<file path="config.mk">
export PLATFORM = sky130hd
export DESIGN_NAME = qspi_register_bridge
export DESIGN_NICKNAME = d
export VERILOG_FILES = /design/src/rtl/qspi_register_bridge.sv
export SDC_FILE = /design/constraint.sdc
export NUM_CORES = 1
export LEC_CHECK = 0
export ABC_CLOCK_PERIOD_IN_PS = 6300
export CAP_MARGIN = 20
export CORE_MARGIN = 2
export CORE_UTILIZATION = 50
export DETAILED_ROUTE_END_ITERATION = 10
export MAX_ROUTING_LAYER = met4
export PLACE_DENSITY = 0.83
export RECOVER_POWER = 25
export SLEW_MARGIN = 15
export SYNTH_ARGS = -nofsm -noshare
export SYNTH_HDL_FRONTEND = slang
export SYNTH_SLANG_ARGS = --single-unit
</file>
<file path="constraint.sdc">
create_clock -name clk -period 6.3 [get_ports clk]
set_input_delay 1.26 -clock clk [delete_from_list [all_inputs] [get_ports clk]]
set_output_delay 1.26 -clock clk [all_outputs]
set_load 0.01 [all_outputs]
</file>
<file path="src/rtl/qspi_register_bridge.sv">
// rtl/qspi_register_bridge.sv - QSPI instruction sequencer onto a byte-wide register bus
module qspi_register_bridge #(
  parameter logic [7:0] OP_WRITE       = 8'h02,
  parameter logic [7:0] OP_READ        = 8'h03,
  parameter logic [7:0] OP_STATUS      = 8'h05,
  parameter int         TIMEOUT_CYCLES = 16,
  parameter logic [7:0] TIMEOUT_DATA   = 8'hFF
) (
  input  logic        clk,
  input  logic        rst_n,
  input  logic        qspi_start,
  input  logic        qspi_stop,
  input  logic        qspi_insn_valid,
  input  logic [23:0] qspi_insn,
  input  logic        qspi_wr_valid,
  input  logic [7:0]  qspi_wr_data,
  output logic        qspi_rd_mode,
  input  logic        qspi_rd_ready,
  output logic        qspi_rd_valid,
  output logic [7:0]  qspi_rd_data,
  output logic        bus_wr_en,
  output logic        bus_rd_en,
  output logic [15:0] bus_addr,
  output logic [7:0]  bus_wr_data,
  input  logic        bus_rd_valid,
  input  logic [7:0]  bus_rd_data,
  output logic        status_timeout,
  output logic        status_overflow
);

  localparam int CW = $clog2(TIMEOUT_CYCLES + 1);

  typedef enum logic [2:0] {
    S_IDLE, S_CMD, S_WRITE, S_RD_IDLE, S_RD_WAIT, S_STATUS, S_DISCARD
  } state_t;

  state_t          state;
  logic [15:0]     addr;
  logic            rd_mode_ff;
  logic            pending;
  logic [CW-1:0]   tmo_cnt;
  logic            stat_valid;
  logic [7:0]      stat_data;

  logic [7:0]      opcode;
  logic            insn_is_rd;
  logic            abort;
  logic            in_wait;
  logic            rd_hit;
  logic            tmo_hit;
  logic            rd_done;
  logic            set_ovf;
  logic            stat_rd;

  assign opcode     = qspi_insn[23:16];
  assign insn_is_rd = (opcode == OP_READ) || (opcode == OP_STATUS);

  // Direction must be known in the same cycle the instruction lands
  assign qspi_rd_mode = qspi_insn_valid ? insn_is_rd : rd_mode_ff;

  // A start or stop kills any outstanding read, so its completion is never forwarded
  assign abort   = qspi_stop | qspi_start;
  assign in_wait = (state == S_RD_WAIT) && !abort;
  assign rd_hit  = in_wait && bus_rd_valid;
  assign tmo_hit = in_wait && !bus_rd_valid && (tmo_cnt == CW'(TIMEOUT_CYCLES));
  assign rd_done = rd_hit | tmo_hit;
  assign set_ovf = in_wait && !rd_done && qspi_rd_ready && pending;
  assign stat_rd = (state == S_STATUS) && qspi_rd_ready && !abort;

  // Read bytes pass straight through from the bus; timeout and status bytes are muxed in
  assign qspi_rd_valid = rd_hit | tmo_hit | stat_valid;
  assign qspi_rd_data  = rd_hit     ? bus_rd_data  :
                         tmo_hit    ? TIMEOUT_DATA :
                         stat_valid ? stat_data    : 8'h00;

  // Command FSM, register bus strobes and sticky status
  always_ff @(posedge clk or negedge rst_n) begin
    if (!rst_n) begin
      state           <= S_IDLE;
      addr            <= 16'h0000;
      rd_mode_ff      <= 1'b0;
      pending         <= 1'b0;
      tmo_cnt         <= '0;
      stat_valid      <= 1'b0;
      stat_data       <= 8'h00;
      bus_wr_en       <= 1'b0;
      bus_rd_en       <= 1'b0;
      bus_addr        <= 16'h0000;
      bus_wr_data     <= 8'h00;
      status_timeout  <= 1'b0;
      status_overflow <= 1'b0;
    end else begin
      bus_wr_en  <= 1'b0;
      bus_rd_en  <= 1'b0;
      stat_valid <= 1'b0;

      // A status read clears the sticky bits, but a new event in the same cycle wins
      status_timeout  <= (status_timeout  & ~stat_rd) | tmo_hit;
      status_overflow <= (status_overflow & ~stat_rd) | set_ovf;

      // A write byte arriving together with stop is still committed
      if (state == S_WRITE && qspi_wr_valid) begin
        bus_wr_en   <= 1'b1;
        bus_addr    <= addr;
        bus_wr_data <= qspi_wr_data;
        addr        <= addr + 16'd1;
      end

      if (qspi_stop) begin
        state      <= S_IDLE;
        pending    <= 1'b0;
        tmo_cnt    <= '0;
        rd_mode_ff <= 1'b0;
      end else if (qspi_start) begin
        state      <= S_CMD;
        pending    <= 1'b0;
        tmo_cnt    <= '0;
        rd_mode_ff <= 1'b0;
      end else begin
        case (state)
          S_CMD: begin
            if (qspi_insn_valid) begin
              addr       <= qspi_insn[15:0];
              rd_mode_ff <= insn_is_rd;
              if (opcode == OP_WRITE)       state <= S_WRITE;
              else if (opcode == OP_READ)   state <= S_RD_IDLE;
              else if (opcode == OP_STATUS) state <= S_STATUS;
              else                          state <= S_DISCARD;
            end
          end
          S_RD_IDLE: begin
            if (qspi_rd_ready) begin
              bus_rd_en <= 1'b1;
              bus_addr  <= addr;
              addr      <= addr + 16'd1;
              tmo_cnt   <= '0;
              state     <= S_RD_WAIT;
            end
          end
          S_RD_WAIT: begin
            if (rd_done) begin
              // A queued request is issued immediately; a fresh one then becomes the queued one
              if (pending || qspi_rd_ready) begin
                bus_rd_en <= 1'b1;
                bus_addr  <= addr;
                addr      <= addr + 16'd1;
                tmo_cnt   <= '0;
                pending   <= pending & qspi_rd_ready;
              end else begin
                state <= S_RD_IDLE;
              end
            end else begin
              tmo_cnt <= tmo_cnt + CW'(1);
              if (qspi_rd_ready) pending <= 1'b1;
            end
          end
          S_STATUS: begin
            if (qspi_rd_ready) begin
              stat_valid <= 1'b1;
              stat_data  <= {6'b000000, status_overflow, status_timeout};
            end
          end
          default: ;
        endcase
      end
    end
  end

endmodule

</file>
-- Yosys cells after proc, flatten, opt, wreduce, memory -nomap -nowiden
Index checks and enable logic that the tools add are counted.
- add/sub/neg operators: 2
- eq/ne operators: 15
- multiplexer cells: 54
- bitwise operators: 11
- reductions and logical operators: 24
- operator list (cell ; count):
    $mux W16 ; 13
    $pmux W16 S3 ; 1
    $pmux W16 S2 ; 1
    $mux W5 ; 5
    $mux W3 ; 8
    $mux W1 ; 19
    $add A16 B1 Y16 const B ; 1
    $eq A8 B2 Y1 const B ; 2
    $mux W8 ; 2
    $ne A4 B4 Y1 const B ; 4
    $logic_and A1 B1 Y1 ; 10
    $pmux W5 S2 ; 1
    $pmux W3 S3 ; 1
    $eq A8 B3 Y1 const B ; 1
    $reduce_bool A4 Y1 ; 2
    $eq A3 B2 Y1 const B ; 2
    $eq A3 B3 Y1 const B ; 2
    $reduce_and A3 Y1 ; 2
    $reduce_bool A3 Y1 ; 2
    $add A5 B1 Y5 const B ; 1
    $eq A5 B5 Y1 const B ; 1
    $ne A5 B4 Y1 const B ; 1
    $or A1 B1 Y1 ; 5
    $reduce_and A5 Y1 ; 1
    other kinds (10) ; 18
- register bits after elaboration: 57
- bits of input ports: 48
- output and inout port bits: 38
- word-level logic and storage cells: 119

-- Logic depth before layout (Yosys ltp)
Gate-level depths: netlist of the first run.
- word-level depth: 11
- gate-level depth with buffers: 8
- depth with buffers taken out: 7

-- Worst setup path after synthesis of the first run
OpenSTA, ideal clock, no wires.
- path kind: input to output
- from: input port qspi_start
- to: output port qspi_rd_data[2]
- arrival time: 2.372 ns
- required time: 5.040 ns
- setup slack: 2.668 ns
- stages on the path: 4
- path buffers: 0
- cells stage by stage: nor2_1 nand2_1 nor3_1 o21a_1
- word-level cells in the longest chain between the ends: 7
- elaborated cells on any way between the ends: 8
- those cells by class: mux: 2; bitwise: 1; reduce/logical: 5
- RTL lines (what ; line ; RTL):
    start: declaration ; 11 ; input logic qspi_start,
    $or A1 B1 Y1 * ; 62 ; assign abort = qspi_stop | qspi_start;
    $logic_not A1 Y1 * ; 63 ; assign in_wait = (state == S_RD_WAIT) && !abort;
    $logic_and A1 B1 Y1 * ; 63 ;
    $logic_and A1 B1 Y1 (2 in a row) ; 65 ; assign tmo_hit = in_wait && !bus_rd_valid && (tmo_cnt == CW'(TIMEOUT_CYCLES));
    $mux W8 ; 73 ; tmo_hit ? TIMEOUT_DATA :
    $mux W8 * ; 72 ; assign qspi_rd_data = rd_hit ? bus_rd_data :
    end: declaration ; 20 ; output logic [7:0] qspi_rd_data,
Every way passes the cells marked *; elsewhere a longest branch is shown, timed or not.

-- Worst setup path after layout of the first run
- from: input port qspi_start
- to: output port qspi_rd_data[5]
Same word-level chain as after synthesis.

==> results of run 1 <==
## final timing paths
| path | start | end | slack, ps | cells past startpoint |
|---|---|---|---|---|
| max reg2reg | tmo_cnt[0] | addr[3] | 3650 | 7 |
| max in group asynchronous | rst_n | state[2] | 2630 | 2 |
| min in group asynchronous | rst_n | pending | 1990 | 2 |
| min reg2reg | bus_wr_data[0] | bus_wr_data[0] | 480 | 2 |
| max | qspi_start | qspi_rd_data[5] | 1350 | 6 |
| min | bus_wr_data[0] | bus_wr_data[0] | 480 | 2 |
## stage by stage
step,util [%],area (um2)
3_5_place_dp,66.57,3941
6_report,70.22,4158
4_1_cts,70.29,4161
5_1_grt,70.22,4158
2_1_floorplan,-,3055
3_3_place_gp,66.57,3941
## power breakdown
| group | internal, mW | switching (mW) |
|---|---|---|
| sequential | 0.438 | 0.0619 |
| clock | 0.233 | 0.149 |
| combinational | 0.164 | 0.109 |
## placed cells by master (no fill, tap or decap), types with 7 or more instances in the layout
| cell | instances |
|---|---|
| sky130_fd_sc_hd__nor2_1 | 22 |
| sky130_fd_sc_hd__o21ai_0 | 21 |
| sky130_fd_sc_hd__nand4_1 | 10 |
| sky130_fd_sc_hd__dfrtp_1 | 57 |
| sky130_fd_sc_hd__inv_1 | 7 |
| sky130_fd_sc_hd__clkdlybuf4s50_1 | 84 |
| sky130_fd_sc_hd__nand3_1 | 10 |
| sky130_fd_sc_hd__a21oi_1 | 14 |
| sky130_fd_sc_hd__clkbuf_8 | 10 |
| sky130_fd_sc_hd__nand2_1 | 56 |
| sky130_fd_sc_hd__mux2_2 | 18 |
| sky130_fd_sc_hd__nor3_1 | 11 |
## cells in the mapped netlist (2+ instances only)
| library cell | n |
|---|---|
| sky130_fd_sc_hd__clkbuf_1 | 7 |
| sky130_fd_sc_hd__or2_2 | 2 |
| sky130_fd_sc_hd__o21ai_0 | 21 |
| sky130_fd_sc_hd__nand2_1 | 56 |
| sky130_fd_sc_hd__o211ai_1 | 3 |
| sky130_fd_sc_hd__a22o_1 | 3 |
| sky130_fd_sc_hd__nor2b_1 | 4 |
| sky130_fd_sc_hd__buf_2 | 4 |
| sky130_fd_sc_hd__nand4_1 | 10 |
| sky130_fd_sc_hd__a211oi_1 | 3 |
| sky130_fd_sc_hd__a2111oi_0 | 2 |
| sky130_fd_sc_hd__a21o_1 | 2 |
| sky130_fd_sc_hd__mux2_2 | 18 |
| sky130_fd_sc_hd__a31oi_1 | 3 |
| sky130_fd_sc_hd__o31ai_1 | 2 |
| sky130_fd_sc_hd__dfrtp_1 | 57 |
| sky130_fd_sc_hd__inv_1 | 7 |
| sky130_fd_sc_hd__nor4b_1 | 2 |
| sky130_fd_sc_hd__a221oi_1 | 3 |
| sky130_fd_sc_hd__a32o_1 | 2 |
| sky130_fd_sc_hd__nand4bb_1 | 2 |
| sky130_fd_sc_hd__nor4_1 | 3 |
| sky130_fd_sc_hd__mux2i_1 | 3 |
| sky130_fd_sc_hd__nand3_1 | 10 |
| sky130_fd_sc_hd__a221o_1 | 2 |
| sky130_fd_sc_hd__nand2b_1 | 2 |
| sky130_fd_sc_hd__nor3b_1 | 4 |
| sky130_fd_sc_hd__xor2_1 | 3 |
| sky130_fd_sc_hd__ha_1 | 3 |
| sky130_fd_sc_hd__a22oi_1 | 2 |
| sky130_fd_sc_hd__nor3_1 | 11 |
| sky130_fd_sc_hd__o21a_1 | 6 |
| sky130_fd_sc_hd__nor2_1 | 22 |
| sky130_fd_sc_hd__and2_1 | 4 |
| sky130_fd_sc_hd__a21oi_1 | 14 |
| sky130_fd_sc_hd__and3_1 | 2 |
## flip-flops by register name (all words and copies together) (netlist names)
signal / cells
status_timeout: 1
bus_rd_en: 1
addr: 16
bus_wr_data: 8
tmo_cnt: 5
rd_mode_ff: 1
pending: 1
bus_wr_en: 1
stat_data: 2
bus_addr: 16
state: 3
status_overflow: 1
stat_valid: 1
## final cells by class
type	count	area [um2]	share of cell area [%]
inverter	7	26.28	0.6320
tap	75	93.84	2.257
timing repair buffer	87	857.1	20.61
multi-input combinational	247	1534	36.89
sequential	57	1426	34.31
clock inverter	5	78.83	1.896
clock buffer	11	141.4	3.401
## critical path: stages
cell and delay (ps):
sky130_fd_sc_hd__clkdlybuf4s50_1 440, sky130_fd_sc_hd__nor2_1 510, sky130_fd_sc_hd__nand2_1 150, sky130_fd_sc_hd__nor3_1 590
sky130_fd_sc_hd__o21a_1 200, sky130_fd_sc_hd__clkdlybuf4s50_1 540
## cell families (layout without fill, tap and decap cells)
logic type                 after synthesis  after routing
muxes                                   21             21
buffers and inverters                   21            110
and+or+nand+nor                        142            142
xor gates and xnor gates                 4              4
adders and majority gates                3              3
AOI/OAI and AO/OA                       77             77
DFF                                     57             57
## per-layer routing
metal  vias up  part of all wire [%]
met1      1349                    44
met4         0                   1.4
met5         -                     0
met2        98                    49
met3        11                   5.4
li1       1358                     -
==> flow_summary.yaml, run 1 <==
outcome:
  outcome: "finished, violations left"
  failed_checks: "max-capacitance violations, max-slew violations"
floorplan:
  floorplan.rows: 28
  design.core.area_um2: 5921
  fp.dieH_um: 82.17
  die_width_um: 82.17
  initial_utilization_pct: 51.61
  area_enclosed_by_the_die_boundary_um2: 6752
  design.portCount: 86
power:
  ir_drop_mv: 0.1561
  fin_total_pwr_mw: 1.155
  total_leakage_power_nw: 1.775
  power.density_nw_per_um2: 277.7
layout:
  layout-area-overhead-vs-synth_pct: 36.08
  final-instance-count-excl-fill: 489
  nNetsFinal: 460
  proportion_of_layout_cells_with_a_drive_suffix_above_1_pct: 9.903
  fillers: 466
  antenna-diode-count: 0
sta:
  period_share_pct: 78.56
  fin_worst_hold_slack_ps: 478.0
  clock-skew-final_ps: 13.65
  totalNegativeSetupSlack_ps: 0
  timing.max_slew.rel_slack_pct: -98.04
  final_critical_path_setup_slack_ps: 1351
  final_max_slew_viol_count: 58
  setup_viol: 0
  final_hold_violation_count: 0
  fin_crit_ps: 4949
  timing_worst_slew_pin_value_ps: 2971
  max_freq_mhz: 202.1
  grt_setup_unrepaired: "no"
synth:
  sequential_to_total_area_share_from_yosys_stat_pct: 46.68
  synth-simple-area-share_pct: 23.18
  syn_nets: 376
  yosys.area_share.adder_pct: 1.229
  synth-edff-count: 0
  synth_compound_gate_area_share_pct: 17.04
  post-synth-top-area-cell: "sky130_fd_sc_hd__dfrtp_1"
  yosys_warnings: 0
  ys_async_sr_fraction_pct: 100.0
  muxShareOfSynthArea_pct: 7.617
  yosys.cell_types.count: 57
  synth-xor-area-share_pct: 1.147
  syn_avg_cell_area_um2: 9.401
  mappedNetlistArea_um2: 3055
  yosysTopAreaCellShare_pct: 46.68
  main_combinational_cell_family_by_area_after_synthesis: "simple AND/OR/NAND/NOR gates"
  dominantRegCellSynth: "sky130_fd_sc_hd__dfrtp_1"
  netlist_instances: 325
  synth.ff_latch_count: 57
  post_synth_main_area_contributors: "sky130_fd_sc_hd__dfrtp_1 47%, sky130_fd_sc_hd__nand2_1 6.9%, sky130_fd_sc_hd__mux2_2 6.6%"
clock_network:
  post_cts_hold_buffer_count: 0
  clock_pin_slew_on_the_worst_setup_and_hold_paths_ps: 70
  htree_levels: 3
  numCtsBuffers: 9
  number_of_buffers_on_the_longest_clock_path: 2
  clock_sinks: 57
  insertion_delay_ps: 340
  ctsResizeCount: 0
  tritoncts_clock_tree: "yes"
  cts.repair_timing.setup_buffer_count: 0
  ctsRootBufferMaster: "sky130_fd_sc_hd__clkbuf_8"
global_routing:
  grt_busiest_layer: "met2"
  global_route.usage.met2_pct: 37.72
  gr_layer_usage_met1_pct: 32.22
  groute.usage.overall_pct: 24.24
  initial_antenna_violation_count: 0
  groute.layer.met3.usage_pct: 4.348
  maximum_number_of_pins_on_one_net_before_global_route_repair: 58
  globalRouteOverflowTotal: 0
  first_pass_grt_wire_length_um: 12140
  first_global_vias: 2649
route:
  route.detailed.vias_per_inst: 5.759
  drc: 0
  drt-wirelength-per-cell_um: 15.45
  detail_route.wirelength_um: 7553
  detail-route-antenna-nets: 0
  first_pass_iters: 4
  vias: 2816
  count_of_routing_violations_after_the_opening_detailed_route_iteration: 199
placement:
  place_congestion: 0.8428
  dp_hpwl_um: 5366
  post-place-ws_ps: 1383
  port_buffers: 85
  dp_cells: 473
worst_setup_path:
  endpoint_kind: "primary output"
  worst-path-max-fanout: 10
  cp_data_arrival_time_ps: 3690
  crit_path_start_kind: "input pin"
  critical_path_required_ps: 5040
  worstSetupPathType: "in -> out"
min_path:
  timing.hold.worst.class: "reg -> reg"
flow_run:
  drv.max_cap_violation_count: 1
Note: power is estimated with default switching activity, not from simulation.
==> inputs of run 2 (changes only) <==
Settings changed: ABC_CLOCK_PERIOD_IN_PS 6300 to 4800, CORE_UTILIZATION 50 to 48, PLACE_DENSITY 0.83 to 0.8.
Clock period 6.3 ns to 4.8 ns, I/O delays scaled along.
==> flow_summary.yaml, run 2 (synthesis results as in run 1) <==
power:
  share_comb_of_total_power_pct: 24.8
  power.density_nw_per_um2: 346.5
  power_frac_seq_pct: 45.6
  fin_total_pwr_mw: 1.436
  sw_frac_of_total_pct: 27.87
  ir_drop_mv: 0.2630
  clock_power_share_pct: 29.7
  total_leakage_power_nw: 1.775
  p_sw_mw: 0.4004
  cell_internal_pwr_mw: 1.036
route:
  vias: 2800
  detail-route-antenna-nets: 0
  first_pass_iters: 4
  drt-wirelength-per-cell_um: 15.22
  route.detailed.vias_per_inst: 5.691
  detail_route.wirelength_um: 7490
  drc: 0
  count_of_routing_violations_after_the_opening_detailed_route_iteration: 255
placement:
  place_congestion: 0.8737
  port_buffers: 85
  dp_hpwl_um: 5399
sta:
  final_hold_violation_count: 0
  final_max_slew_viol_count: 58
  fin_crit_ps: 4025
  grt_setup_unrepaired: "no"
  max_freq_mhz: 248.5
  period_share_pct: 83.85
  clock-skew-final_ps: 9.103
  totalNegativeSetupSlack_ps: 0
  timing.max_slew.rel_slack_pct: -100.9
  setup_viol: 0
  timing_worst_slew_pin_value_ps: 3014
floorplan:
  design.core.area_um2: 6241
  design.portCount: 86
  initial_utilization_pct: 48.96
  die_width_um: 83.79
  area_enclosed_by_the_die_boundary_um2: 7020
  fp.dieH_um: 83.79
  floorplan.rows: 29
layout:
  proportion_of_layout_cells_with_a_drive_suffix_above_1_pct: 10.36
  mostFrequentLayoutCell: "sky130_fd_sc_hd__clkdlybuf4s50_1"
  layout-area-overhead-vs-synth_pct: 35.67
  layout.cells.most_common_list: "84 x sky130_fd_sc_hd__clkdlybuf4s50_1, 57 x sky130_fd_sc_hd__dfrtp_1, 56 x sky130_fd_sc_hd__nand2_1"
  fillers: 495
  largest_registers: "addr x16, bus_addr x16, bus_wr_data x8"
  antenna-diode-count: 0
  nNetsFinal: 463
worst_setup_path:
  worst-path-max-fanout: 3
  critical_path_required_ps: 3840
  endpoint_kind: "primary output"
  worstSetupPathType: "in -> out"
  crit_path_start_kind: "input pin"
  cp_data_arrival_time_ps: 3060
global_routing:
  groute.usage.overall_pct: 22.99
  first_pass_grt_wire_length_um: 12690
  maximum_number_of_pins_on_one_net_before_global_route_repair: 58
  first_global_vias: 2680
  globalRouteOverflowTotal: 0
  initial_antenna_violation_count: 0
clock_network:
  numCtsBuffers: 9
  htree_levels: 3
  post_cts_hold_buffer_count: 0
  ctsRootBufferMaster: "sky130_fd_sc_hd__clkbuf_8"
  tritoncts_clock_tree: "yes"
  ctsResizeCount: 0
  clock_sinks: 57
  clock_pin_slew_on_the_worst_setup_and_hold_paths_ps: 60
  number_of_buffers_on_the_longest_clock_path: 2
  cts.repair_timing.setup_buffer_count: 0
  insertion_delay_ps: 340
outcome:
  outcome: "finished, violations left"
  failed_checks: "max-capacitance violations, max-slew violations"
min_path:
  timing.hold.worst.class: "reg -> reg"
flow_run:
  drv.max_cap_violation_count: 1
run 2: worst max-delay path, cell delays in order:
cell and delay (ps):
sky130_fd_sc_hd__clkdlybuf4s50_1 390, sky130_fd_sc_hd__or4_1 550, sky130_fd_sc_hd__nor3b_1 270, sky130_fd_sc_hd__and2_1 210
sky130_fd_sc_hd__mux2_2 160, sky130_fd_sc_hd__clkdlybuf4s50_1 530
run 2: layer usage:
metal / GRT usage (%) / vias up / wire length [um]
met2: 35.64 / 79 / 3731
met1: 30.45 / 1347 / 3291
li1: - / 1365 / -
met5: - / - / 0
met3: 4.451 / 9 / 361
met4: 8.065 / 0 / 105
run 2: worst paths after layout:
check	startpoint	to	slack (ps)	cells past startpoint
setup / recovery	qspi_insn[21]	qspi_rd_mode	780	6
hold / removal	bus_wr_data[4]	bus_wr_data[4]	480	2
setup reg to reg	state[1]	addr[6]	2150	5
hold reg to reg	bus_wr_data[4]	bus_wr_data[4]	480	2
max in group asynchronous	rst_n	stat_data[1]	1380	2
min in group asynchronous	rst_n	bus_rd_en	1710	2
run 2: final cells by class:
cell class	instances	area (um2)	share of cell area, %
repair buffers	90	879.6	21.22
inverters	7	26.28	0.6339
flip-flops and latches	57	1426	34.41
multi-input cells	247	1534	37.01
well taps	77	96.34	2.324
clock inverters	4	45.04	1.087
clock buffers	10	137.6	3.320
run 2: per-stage QoR:
step	hold WS, ps	worst slack [ps]	cell area (um2)	cells	util (%)
after global placement	456.8	849.1	3966	478	63.55
after CTS	481.5	783.3	4149	492	66.48
final	477.7	775.2	4145	492	66.42
after global routing	504.4	560.3	4145	492	66.42
after detailed placement	465.8	785.2	3966	478	63.55
after floorplan	446.0	1768	3055	325	-
run 2: power groups by stage:
stage          Combinational, mW  Clock [mW]  Sequential (mW)
6_report                   0.356       0.426            0.654
5_1_grt                    0.387       0.454            0.670
4_1_cts                    0.361       0.434            0.654
3_5_place_dp               0.359           0            0.663
3_3_place_gp               0.352           0            0.656
2_1_floorplan              0.140           0            0.671
